**src/rtl/cdb_result_queue.sv**
```systemverilog
// ALU result queue feeding the common data bus.
// Show-ahead FIFO of {rob tag, value}; flush and rst empty it.
`ifndef Reg_Lock_Width
`define Reg_Lock_Width 6
`endif
`ifndef Data_Width
`define Data_Width 32
`endif
`ifndef Reg_No_Lock
`define Reg_No_Lock 6'd0
`endif

module cdb_result_queue #(
  parameter int DEPTH = 4
) (
  input  logic                         clk,
  input  logic                         rst,
  input  logic                         in_valid,
  output logic                         in_ready,
  input  logic [`Reg_Lock_Width-1:0]   in_index,
  input  logic [`Data_Width-1:0]       in_data,
  input  logic                         flush,
  output logic                         cdb_req,
  input  logic                         cdb_grnt,
  output logic [`Reg_Lock_Width-1:0]   cdb_index,
  output logic [`Data_Width-1:0]       cdb_data,
  output logic [$clog2(DEPTH):0]       count
);

  localparam int AW = $clog2(DEPTH);
  localparam int CW = AW + 1;
  localparam logic [CW-1:0] FULL = CW'(DEPTH);
  localparam logic [`Reg_Lock_Width-1:0] NOLOCK = `Reg_No_Lock;

  logic [`Reg_Lock_Width-1:0] idx_mem [DEPTH];
  logic [`Data_Width-1:0]     dat_mem [DEPTH];

  logic [AW-1:0] head_q, head_d;
  logic [AW-1:0] tail_q, tail_d;
  logic [CW-1:0] count_q, count_d;
  logic          push, pop;

  assign in_ready = (count_q < FULL);
  assign cdb_req  = (count_q != '0);
  assign count    = count_q;

  // Storage is never visible while empty, so it carries no reset.
  assign cdb_index = cdb_req ? idx_mem[head_q] : NOLOCK;
  assign cdb_data  = cdb_req ? dat_mem[head_q] : '0;

  always_comb begin
    push    = in_valid && in_ready && !flush
              && (in_index != NOLOCK);
    pop     = cdb_req && cdb_grnt && !flush;
    head_d  = head_q;
    tail_d  = tail_q;
    count_d = count_q;
    if (flush) begin
      head_d  = '0;
      tail_d  = '0;
      count_d = '0;
    end else begin
      if (push) tail_d = tail_q + 1'b1;
      if (pop)  head_d = head_q + 1'b1;
      unique case ({push, pop})
        2'b10:   count_d = count_q + 1'b1;
        2'b01:   count_d = count_q - 1'b1;
        default: count_d = count_q;
      endcase
    end
  end

  always_ff @(posedge clk or posedge rst) begin
    if (rst) begin
      head_q  <= '0;
      tail_q  <= '0;
      count_q <= '0;
    end else begin
      head_q  <= head_d;
      tail_q  <= tail_d;
      count_q <= count_d;
    end
  end

  always_ff @(posedge clk) begin
    if (push) begin
      idx_mem[tail_q] <= in_index;
      dat_mem[tail_q] <= in_data;
    end
  end

endmodule

```
**config.mk**
```make
export PLATFORM = sky130hd
export DESIGN_NAME = cdb_result_queue
export DESIGN_NICKNAME = d
export VERILOG_FILES = /design/src/rtl/cdb_result_queue.sv
export SDC_FILE = /design/constraint.sdc
export NUM_CORES = 1
export LEC_CHECK = 0
export BUFFER_PORTS_ARGS = -buffer_cell sky130_fd_sc_hd__buf_4
export CAP_MARGIN = 20
export CORE_MARGIN = 2
export CORE_UTILIZATION = 57
export DETAILED_ROUTE_END_ITERATION = 16
export GPL_TIMING_DRIVEN = 0
export PLACE_DENSITY = 0.79
export SYNTH_ARGS = -nofsm -noshare
export SYNTH_HDL_FRONTEND = slang
export SYNTH_SLANG_ARGS = --single-unit
```
**constraint.sdc**
```tcl
create_clock -name clk -period 3.3 [get_ports clk]
set_clock_uncertainty 0.1 [all_clocks]
set_input_delay 0.33 -clock clk [delete_from_list [all_inputs] [get_ports clk]]
set_output_delay 0.33 -clock clk [all_outputs]
set_load 0.1 [all_outputs]
```
# [Word-level counts from Yosys, hierarchy flattened]
# Memories as Yosys holds them, arrays and structs flattened.
# Index checks and enable logic that the tools add are counted.
[word_totals] input_bits=43 wordCells=33 memories=2 out_inout_bits=43 regBits=7 rom_bits=0 mem_bits_rw=152 latchBits=0
[mem_list] memory="dat_mem" words=4 word_bits=32 read_ports=1 rd_ports_with_merged_regs=0 wr=1 line="36" source="logic [`Data_Width-1:0] dat_mem [DEPTH];"
[mem_list] memory="idx_mem" words=4 word_bits=6 read_ports=1 rd_ports_with_merged_regs=0 wr=1 line="35" source="logic [`Reg_Lock_Width-1:0] idx_mem [DEPTH];"
[classes] order_cmp=1 div=0 bitwise_logic=0 n_shift=0 n_reduce_logical=11 n_eq_ne=2 addsub=4 n_mul=0 mux=10
[ops] cell="$mux 32" count=1
[ops] cell="$mux 2" count=4
[ops] cell="$mux 6" count=1
[ops] cell="$pmux 3 s2" count=1
[ops] cell="$reduce_bool 3->1" count=2
[ops] cell="$reduce_bool 6->1" count=1
[ops] cell="$logic_and 1x1->1" count=5
[ops] cell="$add 2x1->2 const B" count=2
[ops] cell="$reduce_bool 2->1" count=2
[ops] cell="$add 3x1->3 const B" count=1
[ops] cell="$lt 3x3->1 const B" count=1
[ops] cell="$mux 3" count=1
[ops] cell="$sub 3x1->3 const B" count=1
[ops] cell="$eq 2x1->1 const B" count=1
[ops] cell="$eq 2x2->1 const B" count=1
[ops] cell="$mux 1" count=2
[ops] cell="$logic_not 1->1" count=1

# [Longest topological paths before layout]
# Gate-level depths: netlist of the first run.
[depth] depth_word=7 mapped_depth=9 mapped_depth_nobuf=8

# [Worst setup path before layout of the first run]
# Ideal clock, no wire load.
[synth_path] path_kind="reg2out" start="register count_q[0], in the netlist count[0]" end="output port cdb_data[22]" path_buffers=1 t_required_ns=2.870 t_arrival_ns=3.130 path_stages_with_launch=4 path_slack_ns=-0.260 path_cell_list="dfrtp_1 -> or3_1 -> clkbuf_1 -> and2_1"
[synth_between] elab_chain_cells=2
[synth_lines] element="from (decl)" line="40" source="logic [CW-1:0] count_q, count_d;"
[synth_lines] element="from (signal assigned)" line="81" source="count_q <= count_d;"
[synth_lines] element="$reduce_bool 3->1" line="44" source="assign cdb_req = (count_q != '0);"
[synth_lines] element="via cdb_req" line="23" source="output logic cdb_req,"
[synth_lines] element="$mux 32" line="49" source="assign cdb_data = cdb_req ? dat_mem[head_q] : '0;"
[synth_lines] element="to (decl)" line="26" source="output logic [`Data_Width-1:0] cdb_data,"
# The timed path passes the listed nets, and every way through them passes these cells.

# [Worst setup path after layout of the first run]
[layout_path] start="register head_q[1]" end="output port cdb_data[19]"
[layout_between] elab_chain_cells=2
[layout_lines] element="from (decl)" line="38" source="logic [AW-1:0] head_q, head_d;"
[layout_lines] element="from (signal assigned)" line="75" source="head_q <= '0;"
[layout_lines] element="from (signal assigned)" line="79" source="head_q <= head_d;"
[layout_lines] element="$mem_v2 4x32"
[layout_lines] element="$mux 32" line="49"
# Every way passes these cells.

==> results of run 1 <==
## tightest hold or removal path, stage by stage
cell	delay, ps
buf_4	130
nand3_1	100
xor2_1	60
nor2_1	80
## sequential cells by signal, summed over array words and instances, names as in the netlist
signal,count
tail_q,2
dat_mem,128
count,3
idx_mem,24
head_q,2
## where the power goes
part           total (uW)  switching, uW  internal (uW)  leakage [uW]
Combinational        1620           1170            450       0.00112
Sequential           2330           27.6           2300       0.00147
Clock                1890            690           1200      0.000274
## logic make-up after synthesis
family / after synthesis / share of synthesized area [%]
DFF: 159 / 76.0
and+or+nand+nor: 58 / 5.96
muxes: 39 / 13.9
buffers and inverters: 20 / 1.54
AOI/OAI and AO/OA: 9 / 1.10
adders and majority gates: 5 / 1.12
xor gates and xnor gates: 3 / 0.421
## metal layers
| metal | vias up | part of all wire, % | track usage [%] |
|---|---|---|---|
| li1 | 1466 | - | - |
| met1 | 1694 | 42 | 26.5 |
| met3 | 6 | 4.6 | 5.44 |
| met2 | 106 | 52 | 35.1 |
| met5 | - | 0 | 0 |
| met4 | 0 | 0.86 | 7.14 |
## what timing repair did
action | CTS | global route
hold buffers | 39 | 0
endpoints found under the hold margin | 159 | 0
endpoints found under the setup margin | 0 | 0
setup buffers | 0 | 0
## final timing paths
path | start | end | slack (ps)
worst max-delay path | head_q[1] | cdb_data[19] | 570
worst min-delay path | cdb_grnt | head_q[1] | 130
worst max register to register | count[2] | count[2] | 670
worst min register to register | tail_q[1] | tail_q[1] | 550
max in group asynchronous | rst | head_q[0] | 2670
min in group asynchronous | rst | head_q[1] | 220
## stage by stage
step	TNS, ps	worst slack (ps)	utilization [%]	hold WS, ps
6_report	0	566	75.5	130
5_1_grt	0	493	75.5	123
4_1_cts	0	534	75.5	107
3_5_place_dp	0	683	66.6	183
3_3_place_gp	-5870	-47.9	65.6	182
2_1_floorplan	0	224	-	33.4
## cell type report
| class | count | area [um2] |
|---|---|---|
| Fill cell | 618 | 2640 |
| Sequential cell | 159 | 4740 |
| Tap cell | 140 | 175 |
| Clock buffer | 19 | 422 |
| Multi-Input combinational cell | 114 | 1410 |
| Timing Repair Buffer | 128 | 1120 |
| Clock inverter | 9 | 145 |
| Buffer | 15 | 78.8 |
| Inverter | 5 | 18.8 |
## cell usage in the layout (no fill, tap or decap), types with 4 or more instances in the layout
master         instances
edfxtp_1             152
buf_4                 90
dlygate4sd3_1         39
mux4_2                38
and2_1                38
clkbuf_16             16
clkbuf_1               9
dfrtp_1                7
inv_1                  5
nor2_1                 4
and2_2                 4
ha_1                   4
bufinv_16              4
==> metrics.yaml, run 1 <==
worst_setup_path:
  crit_chain: "buf_2 -> buf_2 -> mux4_2 -> and2_1 -> buf_4"
  cp_num_buf_inv: 3
  crit_slowest_cell: "dfrtp_1"
  crit_required_ps: 2870
  start_kind: "register"
  cp-end-kind: "output port"
  crit_type: "register to output port"
  crit_path_frequent_cell: "buf_2"
  crit_family: "buffers and inverters"
  cp.depth: 5
  slowest_delay_ps: 370
  crit_fanout: 10
  r2r_cells: 7
  crit_arrival_ps: 2300
synthesis:
  synth-seq-area-share_pct: 76.0
  syn_area_mm2: 0.00624
  syn_inst: 293
  yosys_most_used_dff: "edfxtp_1"
  synth_edf_count: 152
  ys_top_cells_by_count: "edfxtp_1 (152), and2_1 (42), mux4_2 (38)"
  yosysUniqueCellTypes: 31
  synth.avg_cell_area_um2: 21.3
  synth.most_common_cell: "edfxtp_1"
  synthTopCellsByArea: "edfxtp_1 (73%), mux4_2 (14%), and2_1 (4.2%)"
  synth_seq_cells: 159
  ys_async_sr_fraction_pct: 4.40
  synth_top_cell_by_area: "edfxtp_1"
  ys_warn_count: 0
  synth_top_area_share_pct: 73.2
  synth_fp_nets: 341
placed_design:
  port_buffers: 85
  gp_congestion: 0.657
  dpl_cell_area_mm2: 0.00715
  dp_hpwl_um: 6960
  dp.cells: 522
cells_and_area:
  drive_above_1_share_pct: 37.0
  fin_nets: 488
  syn_to_final_growth_pct: 30.0
  n_antenna_cell: 0
  fin_cells: 589
  stdcell_area_mm2: 0.00811
cts:
  cts_tree: "built"
  cts_buffers: 17
  cts_root_buf: "clkbuf_8"
  htreeDepth: 4
  path_clk_slew_ps: 60
  cts_buffer_depth: 2
  cts_sinks: 159
  cts-resized-gates: 0
  clock_latency_ps: 520
global_routing:
  grt_max_degree: 24
  grt_pass1_vias: 3395
  gr-usage-all-layers_pct: 20.8
  antenna_found_initial: 0
  grt_pass1_wl_um: 17400
  grt_overflow: 0
timing:
  period_minus_slack_ps: 2730
  drv_slew: 0
  max_freq_ghz: 0.366
  hold_viol: 0
  setup_viol: 0
  finalCritPeriodShare_pct: 82.8
  maxSlewHeadroom_pct: 51.3
  rsz0062_at_grt: "false"
  worst-slew-pin-transition_ps: 725
floorplan:
  io_pins: 86
  start_util_pct: 58.1
  die-area_mm2: 0.0118
  dieWidth_um: 109
  rows: 38
  die_h_um: 109
  coreArea_mm2: 0.0107
drt:
  drt_iter0_drc: 168
  drc: 0
  drt-pass1-iter-count: 4
  wl_per_cell_um: 19.5
  num_vias: 3272
  avgViaCountPerCell: 5.56
  drtAntennaViolNets: 0
  wl_um: 11500
power:
  p_total_uw: 5840
  ir_worst_vdd_mv: 0.425
  leakage_uw: 0.00287
  p_per_area_mw_per_mm2: 721
worst_hold_path:
  min_path_cells: 4
  hp-class: "input port to register"
flow_run:
  cap_violations: 0
outcome:
  status: "completed"
No activity file was read; power rests on OpenSTA's default activity.
==> inputs of run 2 (changes only) <==
Settings changed: CORE_UTILIZATION 57 to 51, PLACE_DENSITY 0.79 to 0.75.
Clock period 3.3 ns to 2.3 ns, I/O delays scaled along.
==> run 2 against run 1 <==
Compared with the run above:
- the flow now finishes with violations (negative setup slack)
- clock-buffer cell count fell by 2
- design area is 7.5% higher
- first-iteration DRC count grew 27%
- sequential power rose by 44%
- via count is 2.1% higher
- register-to-register slack got worse by 770 ps
- cell count is 4.4% higher
- largest power group unchanged
- flip-flop and latch count did not move
- non-clock buffer count up 11
- critical path depth grew 2
- combinational power is 77% higher
- utilization down 2.6 points
==> metrics.yaml, run 2 (synthesis gave the netlist of run 1 again) <==
outcome:
  status: "complete, but fails checks"
  violations: "negative setup slack"
cells_and_area:
  mostFrequentLayoutCells: "edfxtp_1 (152), buf_4 (66), dlygate4sd3_1 (39)"
  final_common_cell: "edfxtp_1"
  nFillCells: 718  # +16%
  fin_nets: 503  # +3.1%
  top_register: "dat_mem"
  n_antenna_cell: 0  # unchanged
  fin_cells: 615  # +4.4%
  drive_above_1_share_pct: 49.8  # +13 points
  syn_to_final_growth_pct: 39.8
  largest_reg_flops: 128  # unchanged
  stdcell_area_mm2: 0.00872  # +7.5%
power:
  internal_power_uw: 5990  # +52%
  ir_worst_vdd_mv: 0.562  # +32%
  p_per_area_mw_per_mm2: 1030  # +43%
  swShare_pct: 33.2  # +0.79 points
  combPwrFrac_pct: 32.0  # +4.2 points
  p_seq_share_pct: 37.5  # -2.3 points
  p_switching_uw: 2970  # +57%
  p_clk_share_pct: 30.5  # -1.9 points
  p_total_uw: 8960  # +53%
  leakage_uw: 0.00310  # +8.1%
worst_setup_path:
  start_kind: "register"
  crit_type: "register to register"
  crit_arrival_ps: 2630  # +330 ps
  crit_slowest_cell: "dfrtp_4"
  r2r-end: "count[2]"
  slowest_delay_ps: 500  # +130 ps
  r2r_cells: 7  # unchanged
  crit_family: "simple AND/OR/NAND/NOR gates"
  crit_chain: "or3b_4 -> a21oi_4 -> buf_6 -> nor3_4 -> fa_2 -> or4_4 -> a31oi_1"
  crit_required_ps: 2530  # -340 ps
  endpoint: "count[2]"
  cp-startpoint: "count[2]"
  cp.depth: 7  # +2
  cp_num_buf_inv: 1  # -2
  worstReg2RegStart: "count[2]"
  cp-end-kind: "register"
  r2r_slack_ps: -100  # -770 ps
  crit_fanout: 5  # -5
cts:
  cts_buffer_depth: 2  # unchanged
  path_clk_slew_ps: 60  # about the same
  cts_root_buf: "clkbuf_16"
  cts_buffers: 17  # unchanged
  cts_sinks: 159  # unchanged
  clock_latency_ps: 420  # -100 ps
  htreeDepth: 4  # unchanged
  cts_tree: "built"
floorplan:
  io_pins: 86  # unchanged
  die-area_mm2: 0.0131  # +11%
  start_util_pct: 52.2  # -5.9 points
  dieWidth_um: 115  # +5.5%
  die_h_um: 115  # +5.5%
  coreArea_mm2: 0.0120  # +11%
  rows: 40  # +5.3%
placed_design:
  dp_hpwl_um: 6520  # -6.4%
  dp.cells: 525  # +0.57%
  gp_congestion: 0.710  # +8.0%
  dpl_cell_area_mm2: 0.00711  # -0.59%
  place_ws_ps: -400  # -1080 ps
  port_buffers: 85  # unchanged
timing:
  hold_slack_ps: 127  # -3.31 ps
  rsz0062_at_grt: "true"
  setup_viol: 14  # +14
  max_freq_ghz: 0.417
  finalCritPeriodShare_pct: 104
  period_minus_slack_ps: 2400
  drv_slew: 0  # unchanged
  timing.final.ws_setup_ps: -95.6  # -662 ps
  maxSlewHeadroom_pct: 67.9  # +17 points
  worst-slew-pin-transition_ps: 481  # -243 ps
  hold_viol: 0  # unchanged
global_routing:
  grt_max_degree: 39  # +63%
  grt_overflow: 0  # unchanged
  grt_pass1_wl_um: 18600  # +6.9%
  grt_pass1_vias: 3480  # +2.5%
  gr-usage-all-layers_pct: 19.9  # -0.91 points
  antenna_found_initial: 0  # unchanged
drt:
  wl_um: 12400  # +8.0%
  drt_iter0_drc: 213  # +27%
  drt-pass1-iter-count: 4  # unchanged
  num_vias: 3340  # +2.1%
  drtAntennaViolNets: 0  # unchanged
  avgViaCountPerCell: 5.43  # -2.2%
  drc: 0  # unchanged
  wl_per_cell_um: 20.2  # +3.4%
flow_run:
  cap_violations: 0  # unchanged
worst_hold_path:
  hp-class: "input port to register"
  min_path_cells: 4  # unchanged
-- run 2: stage by stage --
stage,TNS [ps],utilization (%)
after floorplan,-15350,-
after global placement,-53380,59.4
after detailed placement,-58750,59.4
after CTS,-932,68.5
after global routing,-2740,72.9
final,-607,72.9
-- run 2: what timing repair did --
| action | 4_1_cts | 5_1_grt |
|---|---|---|
| cloned | 2 | 4 |
| setup buffers | 6 | 8 |
| pin swaps | 6 | 17 |
| hold endpoints to repair | 159 | 0 |
| hold buffers | 39 | 0 |
| endpoints found under the setup margin | 192 | 116 |
| gates resized for setup | 26 | 105 |
-- run 2: power groups by stage --
stage | Clock (uW) | Combinational, uW | Sequential, uW
2_1_floorplan | 0 | 1750 | 3450
6_report | 2740 | 2870 | 3360
3_3_place_gp | 0 | 2290 | 3400
5_1_grt | 2920 | 2980 | 3360
3_5_place_dp | 0 | 2310 | 3410
4_1_cts | 2780 | 2420 | 3350
-- run 2: final cells by class --
type / instances / area, um2 / area share [%]
Clock inverter: 15 / 160 / 1.84
Tap cell: 147 / 184 / 2.11
Timing Repair Buffer: 140 / 1470 / 16.9
Inverter: 5 / 18.8 / 0.215
Clock buffer: 17 / 425 / 4.88
Sequential cell: 159 / 4750 / 54.4
Buffer: 14 / 153 / 1.75
Multi-Input combinational cell: 118 / 1560 / 17.9
-- run 2: how the worst min path moves through the flow --
stage	end	start	slack, ps
2_1_floorplan	head_q[0]	rst	-70
3_3_place_gp	count[2]	rst	80
3_5_place_dp	count[2]	rst	100
4_1_cts	count[1]	cdb_grnt	90
5_1_grt	count[1]	cdb_grnt	130
6_report	head_q[1]	cdb_grnt	130
-- run 2: worst min-delay path, cell delays in order --
cell	delay, ps
buf_4	140
nand3_1	90
xor2_1	60
nor2_1	70
-- run 2: layer usage --
metal	part of all wire, %	global-route usage (%)
met1	41	25.1
met5	0	0
met4	1.3	8.94
met3	3.4	4.55
met2	54	33.2
==> inputs of run 3 (changes only) <==
Settings changed: ABC_AREA from default to 1.
==> run 3 against run 2 <==
Compared with the run above:
- the flow still finishes with violations (negative setup slack)
- worst setup slack gained 77 ps
- sequential share of layout area shrank 4.6 points
- wire length grew 40%
- total power shrank 1.5%
- global-route usage grew 5.2 points
- register-to-register slack gained 90 ps
- design area grew 9.2%
- sequential power shrank 1%
- die area grew 2.2%
- via count grew 42%
- combinational power shrank 18%
- largest cell class unchanged
- highest routed layer unchanged
==> metrics.yaml, run 3 <==
outcome:
  status: "complete, but fails checks"
  violations: "negative setup slack"
cells_and_area:
  nFillCells: 698  # -2.8%
  syn_to_final_growth_pct: 49.2
  fin_nets: 731  # +45%
  top_register: "dat_mem"
  n_antenna_cell: 0  # unchanged
  drive_above_1_share_pct: 31.9  # -18 points
  mostFrequentLayoutCells: "nor2_1 (155), edfxtp_1 (152), buf_4 (71)"
  final_common_cell: "nor2_1"
  stdcell_area_mm2: 0.00953  # +9.2%
  fin_cells: 864  # +40%
  largest_reg_flops: 128  # unchanged
  utilization_pct: 78.7  # +5.7 points
global_routing:
  gr-usage-all-layers_pct: 25.2  # +5.2 points
  grt_max_degree: 21  # -46%
  grt_overflow: 0  # unchanged
  grt_pass1_vias: 4753  # +37%
  antenna_found_initial: 0  # unchanged
  grt_pass1_wl_um: 24600  # +32%
synthesis:
  syn_inst: 518  # +77%
  synth_top_area_share_pct: 71.5  # -1.7 points
  synth_fp_nets: 566  # +66%
  synth_seq_cells: 159  # unchanged
  ys_warn_count: 0  # unchanged
  synth.most_common_cell: "nor2_1"
  syn_area_mm2: 0.00638  # +2.3%
  ys_top_cells_by_count: "nor2_1 (160), edfxtp_1 (152), o21ai_0 (63)"
  synth_top_cell_by_area: "edfxtp_1"
  yosysUniqueCellTypes: 23  # -26%
  synth.avg_cell_area_um2: 12.3  # -42%
  ys_async_sr_fraction_pct: 4.40  # unchanged
  yosys_most_used_dff: "edfxtp_1"
  synthTopCellsByArea: "edfxtp_1 (72%), nor2_1 (9.4%), o21ai_0 (4.9%)"
  synth_edf_count: 152  # unchanged
  synth-seq-area-share_pct: 74.2  # -1.7 points
power:
  ir_worst_vdd_mv: 0.590  # +5.0%
  combPwrFrac_pct: 26.8  # -5.2 points
  p_clk_share_pct: 35.7  # +5.2 points
  p_seq_share_pct: 37.6  # about the same
  leakage_uw: 0.00346  # +12%
  swShare_pct: 31.1  # -2.1 points
  internal_power_uw: 6080  # +1.5%
  p_per_area_mw_per_mm2: 926  # -9.8%
  p_switching_uw: 2740  # -7.6%
placed_design:
  gp_congestion: 0.809  # +14%
  dpl_cell_area_mm2: 0.00780  # +9.7%
  dp_hpwl_um: 8990  # +38%
  dp.cells: 775  # +48%
  port_buffers: 85  # unchanged
cts:
  cts_buffer_depth: 2  # unchanged
  cts_buffers: 17  # unchanged
  clock_latency_ps: 430  # about the same
  cts_sinks: 159  # unchanged
  cts_root_buf: "clkbuf_16"
  cts_tree: "built"
  htreeDepth: 4  # unchanged
  path_clk_slew_ps: 60  # about the same
floorplan:
  die_h_um: 116  # +1.1%
  io_pins: 86  # unchanged
  coreArea_mm2: 0.0121  # +1.3%
  die-area_mm2: 0.0134  # +2.2%
  rows: 40  # unchanged
  dieWidth_um: 116  # +1.1%
  start_util_pct: 52.7  # +0.55 points
worst_setup_path:
  crit_arrival_ps: 1990  # -640 ps
  crit_type: "register to output port"
  crit_fanout: 10  # +5
  start_kind: "register"
  crit_required_ps: 1970  # -560 ps
  cp-end-kind: "output port"
timing:
  finalCritPeriodShare_pct: 101  # -3.3 points
  period_minus_slack_ps: 2320  # -76.6 ps
  maxSlewHeadroom_pct: 68.7  # +0.82 points
  hold_viol: 0  # unchanged
  max_freq_ghz: 0.431  # +3.3%
  rsz0062_at_grt: "true"
  drv_slew: 0  # unchanged
  timing.final.ws_setup_ps: -19.0  # +76.6 ps
  hold_slack_ps: 33.1  # -94.0 ps
  setup_viol: 4  # -10
  worst-slew-pin-transition_ps: 469  # -12.3 ps
drt:
  avgViaCountPerCell: 5.48  # +0.89%
  drt-pass1-iter-count: 5  # +1
  drtAntennaViolNets: 0  # unchanged
  num_vias: 4734  # +42%
  drt_iter0_drc: 498  # +130%
  wl_per_cell_um: 20.2  # -0.14%
  wl_um: 17400  # +40%
  drc: 0  # unchanged
flow_run:
  cap_violations: 0  # unchanged
worst_hold_path:
  hp-class: "input port to register"
-- run 3: cell count changes in the layout (fill, tap and decap cells not counted), sizes merged, moves of 6 or more --
cell,previous run,this run
nor2,4,162
o21ai,2,80
and2,46,0
a21oi,2,41
mux4,38,0
nand2,1,17
buf,107,121
clkbuf,25,35
inv,10,16
nand3,2,8
-- run 3: per-stage QoR --
stage / setup WS (ps) / TNS [ps] / power (uW)
after global routing: -186 / -857 / 9050
final: -19.0 / -55.1 / 8830
after floorplan: -114 / -2170 / 4830
after CTS: -0.580 / -0.580 / 8640
after global placement: -193 / -26260 / 5240
after detailed placement: 41.9 / 0 / 5290
-- run 3: critical path, cell delays in order (launching register included) --
cell	delay, ps
dfrtp_1	410
buf_2	220
buf_4	210
nor2_1	190
o21ai_1	140
a21oi_4	190
buf_12	190
-- run 3: final cells by class --
type,count,area [um2],share of cell area [%]
plain buffers,29,297,3.11
clock buffers,21,440,4.62
clock inverters,11,213,2.23
inverters,17,80.1,0.841
multi-input cells,314,1900,19.9
flip-flops and latches,159,4750,49.9
well taps,168,210,2.21
repair buffers,145,1640,17.2
-- run 3: logic make-up (layout without fill, tap and decap cells) --
group,Yosys count,in the layout,share of synthesized area (%)
flip-flops,159,159,74.2
adder cells (fa/ha/maj),5,5,1.10
AO/OA/AOI/OAI,121,121,9.55
buffers and inverters,46,223,3.33
AND/OR/NAND/NOR,186,187,11.6
XOR/XNOR,1,1,0.137
-- run 3: repair_timing --
item                                    CTS  global route
pin swaps                                 3            10
gates cloned                              0             1
endpoints found under the hold margin   159             0
setup buffers                             2            15
endpoints found under the setup margin   38           119
resized for setup                        80            79
hold buffers                             39             0
-- run 3: power by group through the flow --
| stage | combinational [uW] | sequential [uW] | clock (uW) |
|---|---|---|---|
| after floorplan | 1430 | 3400 | 0 |
| after global placement | 1870 | 3370 | 0 |
| after detailed placement | 1920 | 3370 | 0 |
| after CTS | 2190 | 3310 | 3140 |
| after global routing | 2450 | 3320 | 3280 |
| final | 2360 | 3320 | 3150 |
-- run 3: per-layer routing --
layer	GRT usage [%]	vias to the layer above	wire length (um)	share of wire [%]
li1	-	2141	-	-
met1	31.3	2349	6790	39
met2	43.2	218	9210	53
met3	5.49	26	1120	6.4
met4	10.0	0	321	1.8
met5	0	-	0	0
-- run 3: path summary, 6_finish.rpt --
check                           slack, ps            to       from  cells past startpoint
worst max-delay path                  -20  cdb_data[17]  head_q[1]                      6
worst min-delay path                   30     head_q[0]   cdb_grnt                      3
worst max register to register        -10      count[2]   count[2]                     13
worst min register to register        460     tail_q[0]  tail_q[0]                      1
max in group asynchronous            1550      count[1]        rst                      3
min in group asynchronous             240     head_q[1]        rst                      3
